===== src/rtl/booth_mul_sequencer.sv =====
// Sequencing stage for the 8x8 sequential Booth multiplier.
// Loads operands, holds the multiplier in clear, waits its latency, hands back P.
module booth_mul_sequencer #(
    parameter int BITS           = 8,
    parameter int LATENCY        = 8,
    parameter int MUL_RST_CYCLES = 2
) (
    input  logic              clk,
    input  logic              reset,
    input  logic              in_valid,
    output logic              in_ready,
    input  logic [BITS-1:0]   in_a,
    input  logic [BITS-1:0]   in_b,
    output logic [BITS-1:0]   mul_a,
    output logic [BITS-1:0]   mul_b,
    output logic              mul_reset,
    input  logic [2*BITS-1:0] mul_p,
    output logic              out_valid,
    input  logic              out_ready,
    output logic [2*BITS-1:0] out_p,
    output logic [15:0]       op_count
);

    localparam int CMAX = (LATENCY > MUL_RST_CYCLES) ? LATENCY : MUL_RST_CYCLES;
    localparam int CW   = $clog2(CMAX + 1);

    localparam logic [CW-1:0] LAT_LAST = CW'(LATENCY - 1);
    localparam logic [CW-1:0] RST_LAST = CW'(MUL_RST_CYCLES - 1);

    localparam logic [1:0] S_IDLE = 2'd0;
    localparam logic [1:0] S_LOAD = 2'd1;
    localparam logic [1:0] S_RUN  = 2'd2;
    localparam logic [1:0] S_DONE = 2'd3;

    logic [1:0]        state_q, state_d;
    logic [CW-1:0]     cnt_q, cnt_d;
    logic [BITS-1:0]   mul_a_q, mul_a_d;
    logic [BITS-1:0]   mul_b_q, mul_b_d;
    logic              mul_rst_q, mul_rst_d;
    logic [2*BITS-1:0] out_p_q, out_p_d;
    logic              out_valid_q, out_valid_d;
    logic [15:0]       op_cnt_q, op_cnt_d;

    // Ready depends on state only, so no combinational path from in_valid.
    assign in_ready = (state_q == S_IDLE) && reset;

    // Next-state logic for the four-phase operation sequence.
    always_comb begin
        state_d     = state_q;
        cnt_d       = cnt_q;
        mul_a_d     = mul_a_q;
        mul_b_d     = mul_b_q;
        mul_rst_d   = mul_rst_q;
        out_p_d     = out_p_q;
        out_valid_d = out_valid_q;
        op_cnt_d    = op_cnt_q;
        case (state_q)
            S_IDLE: begin
                mul_rst_d = 1'b1;
                if (in_valid && in_ready) begin
                    mul_a_d = in_a;
                    mul_b_d = in_b;
                    cnt_d   = '0;
                    state_d = S_LOAD;
                end
            end
            S_LOAD: begin
                if (cnt_q == RST_LAST) begin
                    mul_rst_d = 1'b0;
                    cnt_d     = '0;
                    state_d   = S_RUN;
                end else begin
                    cnt_d = cnt_q + 1'b1;
                end
            end
            S_RUN: begin
                if (cnt_q == LAT_LAST) begin
                    out_p_d     = mul_p;
                    out_valid_d = 1'b1;
                    state_d     = S_DONE;
                end else begin
                    cnt_d = cnt_q + 1'b1;
                end
            end
            S_DONE: begin
                if (out_valid_q && out_ready) begin
                    out_valid_d = 1'b0;
                    op_cnt_d    = op_cnt_q + 16'd1;
                    mul_rst_d   = 1'b1;
                    state_d     = S_IDLE;
                end
            end
            default: begin
                state_d   = S_IDLE;
                mul_rst_d = 1'b1;
            end
        endcase
    end

    // State registers; reset aborts any operation and drops a pending product.
    always_ff @(posedge clk) begin
        if (!reset) begin
            state_q     <= S_IDLE;
            cnt_q       <= '0;
            mul_a_q     <= '0;
            mul_b_q     <= '0;
            mul_rst_q   <= 1'b1;
            out_p_q     <= '0;
            out_valid_q <= 1'b0;
            op_cnt_q    <= 16'd0;
        end else begin
            state_q     <= state_d;
            cnt_q       <= cnt_d;
            mul_a_q     <= mul_a_d;
            mul_b_q     <= mul_b_d;
            mul_rst_q   <= mul_rst_d;
            out_p_q     <= out_p_d;
            out_valid_q <= out_valid_d;
            op_cnt_q    <= op_cnt_d;
        end
    end

    assign mul_a     = mul_a_q;
    assign mul_b     = mul_b_q;
    assign mul_reset = mul_rst_q;
    assign out_p     = out_p_q;
    assign out_valid = out_valid_q;
    assign op_count  = op_cnt_q;

endmodule


===== config.mk =====
export PLATFORM = sky130hd
export DESIGN_NAME = booth_mul_sequencer
export DESIGN_NICKNAME = d
export VERILOG_FILES = /design/src/rtl/booth_mul_sequencer.sv
export SDC_FILE = /design/constraint.sdc
export NUM_CORES = 1
export LEC_CHECK = 0
export ABC_CLOCK_PERIOD_IN_PS = 1900
export CORE_MARGIN = 2
export CORE_UTILIZATION = 30
export CTS_CLUSTER_DIAMETER = 40
export DETAILED_ROUTE_END_ITERATION = 16
export DONT_BUFFER_PORTS = 1
export PLACE_DENSITY_LB_ADDON = 0.05
export SLEW_MARGIN = 30
export SYNTH_ARGS = -nofsm -noshare
export SYNTH_HDL_FRONTEND = slang
export SYNTH_SLANG_ARGS = --single-unit
export TNS_END_PERCENT = 10

===== constraint.sdc =====
create_clock -name clk -period 1.9 [get_ports clk]
set_input_delay 0.38 -clock clk [delete_from_list [all_inputs] [get_ports clk]]
set_output_delay 0.38 -clock clk [all_outputs]
set_load 0.03 [all_outputs]

==> run summary <==
CTS tree - built
# fillers - 826
Critical-path cell list - ha_1 > or3b_2 > a221oi_1 > o21ai_0 > mux2i_1
Period utilisation layout - 94.11%
DRC viols - 0
Area growth from synthesis to layout - 14.86%
Asr flop ratio synth - 0%
CP endpoint kind - register
CP max FO - 5
CTS H-tree lvls - 2
DRT iter0 DRCs - 58
CP Launch Type - register
Switching pwr - 890.9 uW
Initial Util - 30.83%
Wire per inst - 13.75 um
Synthesis Warnings - 0
Hold Path End - mul_reset$_SDFFE_PN1P_
Worst-Margin Slew - 0.4735 ns
Post-CTS setup buffer count - 0
Min-delay src - reset
Syn Nets - 335
DRT Pass-1 Iters - 6
Vias - 1983
Vias in the first global route - 1832
Count leader, synth - nand2_1
Worst Path Class, Setup - register to register
Sw Ratio - 33.93%
Fin Clk Skew - 0.01306 ns
Rel. slew slack - 68.24%
Initial antenna violation count - 0
ANT nets after route - 0
Fin Setup TNS - 0 ns
Syn Inst Count - 291
Largest area contributor in the netlist - dfxtp_1
Clock slew at reported path FFs - 0.10 ns
Worst VDD drop - 474.6 uV
Yosys top cell area share - 47.06%
CTS Buf Count - 5
Cell family with most CP delay - simple AND/OR/NAND/NOR gates
Grt total ovfl - 0
Clock share of power - 25.6%
Post-Synthesis Cell Area - 0.002382 sq mm
Fin nets - 350
Worst-Skew Late Latency - 0.31 ns
Area of the die - 0.008669 sq mm
Synth cell count leaders - nand2_1, dfxtp_1, a21oi_1
Slowest cell on crit path - or3b_2
FF+latch area - 0.001124 sq mm
R2r startpoint - cnt_q[0]$_SDFFE_PN0P_
Post-DP HPWL - 4047 um
Layout cells sized above 1 - 14.33%
RSZ-0062 raised after global routing - false
Fmax - 559.2 MHz
Vias per cell - 4.848
Synthesized flop and latch total - 56
Final Hold Fails - 0
Root buf cell - clkbuf_8
Avg Inst Size Synth - 8.187 sq um
Gate power share - 18.1%
Final Setup Violations - 0
Count of input and output buffers - 0
Synth Flop Type - dfxtp_1
Die Wd - 93.11 um
GP Congestion - 0.7031
Worst Reg-to-Reg Cells - 5
# Max-Cap Violations - 0
R2r endpoint - state_q[1]$_SDFFE_PN0P_
N_diodes - 0
Worst Hold Depth - 1
First-pass GRT wire length - 8921 um
Hold Slack - 0.1629 ns
Placement Rows - 32
Area contributors post-synth - dfxtp_1, nand2_1, a21oi_1
Die height - 93.11 um
Worst endpoint required time - 2.08 ns
Leak - 0.9613 nW
Sequential group share of total power - 56.3%
Clock Sink Count - 56
Sequential element share of the synthesized area - 47.06%
Tmin final - 1.788 ns
Number of synthesized flops with an enable pin - 0
Core Area - 0.007727 sq mm
Maximum clock path buffer count - 2
Crit-path max cell delay - 0.46 ns
Worst Hold Class - input pin to register
Result of the run - finished clean
Gr usage total - 12.74%
Internal power - 1.735 mW
Pwr Density - 959.7 mW/mm^2
Max-slew violations - 0
R2R setup slack - 0.11 ns
Pin count of the biggest net entering global routing - 33
Area of the multi-input gates - 0.001165 sq mm
Routed WL - 5624 um
Buf+Inv Stages, Crit Path - 0
Cell variety after synth - 42
IO Pins - 87
Worst Path Arrival - 1.97 ns
layout by cell type, fill, tap and decap left out, types with 2 or more instances in the layout:
master,n
a21oi_1,27
nor3_1,2
nor4_1,2
clkbuf_8,5
nand3_1,2
mux2i_1,2
dfxtp_1,54
nand3b_1,2
or4_1,2
nand4_1,3
and3_1,4
o31ai_1,3
a31o_2,3
inv_1,7
o21ai_0,26
nor2_1,8
or3_1,7
dfxtp_2,2
ha_1,7
xor2_1,3
o211ai_1,2
xnor2_1,3
nand2_1,81
buf_4,24
and4_1,2
and2_1,2
power groups by stage:
stage	Clock, mW	Combinational, mW	Sequential, mW
after CTS	0.717	0.479	1.47
final	0.673	0.476	1.48
after floorplan	0	0.372	1.48
after detailed placement	0	0.478	1.50
after global routing	0.756	0.551	1.49
after global placement	0	0.481	1.50
through the flow:
step | cells | power, mW | cell area, sq um | util (%) | setup WS (ns)
global placement | 401 | 1.982 | 2633 | 34.07 | 0.07128
CTS | 409 | 2.670 | 2723 | 35.23 | 0.04872
floorplan | 291 | 1.852 | 2382 | - | 0.02936
detailed placement | 401 | 1.979 | 2633 | 34.07 | 0.06357
finish | 409 | 2.626 | 2736 | 35.41 | 0.1118
global route | 409 | 2.795 | 2736 | 35.41 | 0.01249
worst max path at each step:
| stage | endpoint | from | depth (start not counted) |
|---|---|---|---|
| 5_1_grt | cnt_q[0]$_SDFFE_PN0P_ | state_q[0]$_SDFFE_PN0P_ | 6 |
| 4_1_cts | op_count[11]$_SDFFE_PN0P_ | state_q[1]$_SDFFE_PN0P_ | 5 |
| 3_3_place_gp | op_count[11]$_SDFFE_PN0P_ | state_q[1]$_SDFFE_PN0P_ | 5 |
| 2_1_floorplan | cnt_q[2]$_SDFFE_PN0P_ | state_q[0]$_SDFFE_PN0P_ | 7 |
| 6_report | state_q[1]$_SDFFE_PN0P_ | cnt_q[0]$_SDFFE_PN0P_ | 5 |
| 3_5_place_dp | op_count[15]$_SDFFE_PN0P_ | state_q[1]$_SDFFE_PN0P_ | 6 |
kinds of logic after synthesis:
kind of cell    count (synthesis)  synth area share [%]
simple gates                  126                 25.16
xor+xnor                        6                 2.206
compound gates                 68                 16.02
fa+ha+maj                       8                 4.202
flops                          56                 47.06
buf+inv                        25                 4.517
mux                             2                0.8404
final cells by class:
cell class	count	share of cell area (%)
multi-input combinational	210	42.57
clock inverter	3	0.7773
tap	102	4.664
clock buffer	5	2.515
timing repair buffer	25	7.316
inverter	8	1.097
sequential	56	41.06
routing by layer:
metal  vias to the layer above  global-route usage, %  wire [um]
met1                       905                  15.43       2506
met5                         -                      0          0
met4                         0                  3.676         51
met2                        60                  21.38       2643
li1                       1013                      -          -
met3                         5                  4.432        424
registers in the layout, summed over array words and instances (netlist names):
register,cells
cnt_q,4
mul_a,8
op_count,16
out_p,16
out_valid,1
mul_b,8
mul_reset,1
state_q,2
timing repair:
action	in CTS	in global routing
resized for setup	0	5
endpoints found under the setup margin	0	11
hold buffers	0	0
(Power assumes the default switching activity.)
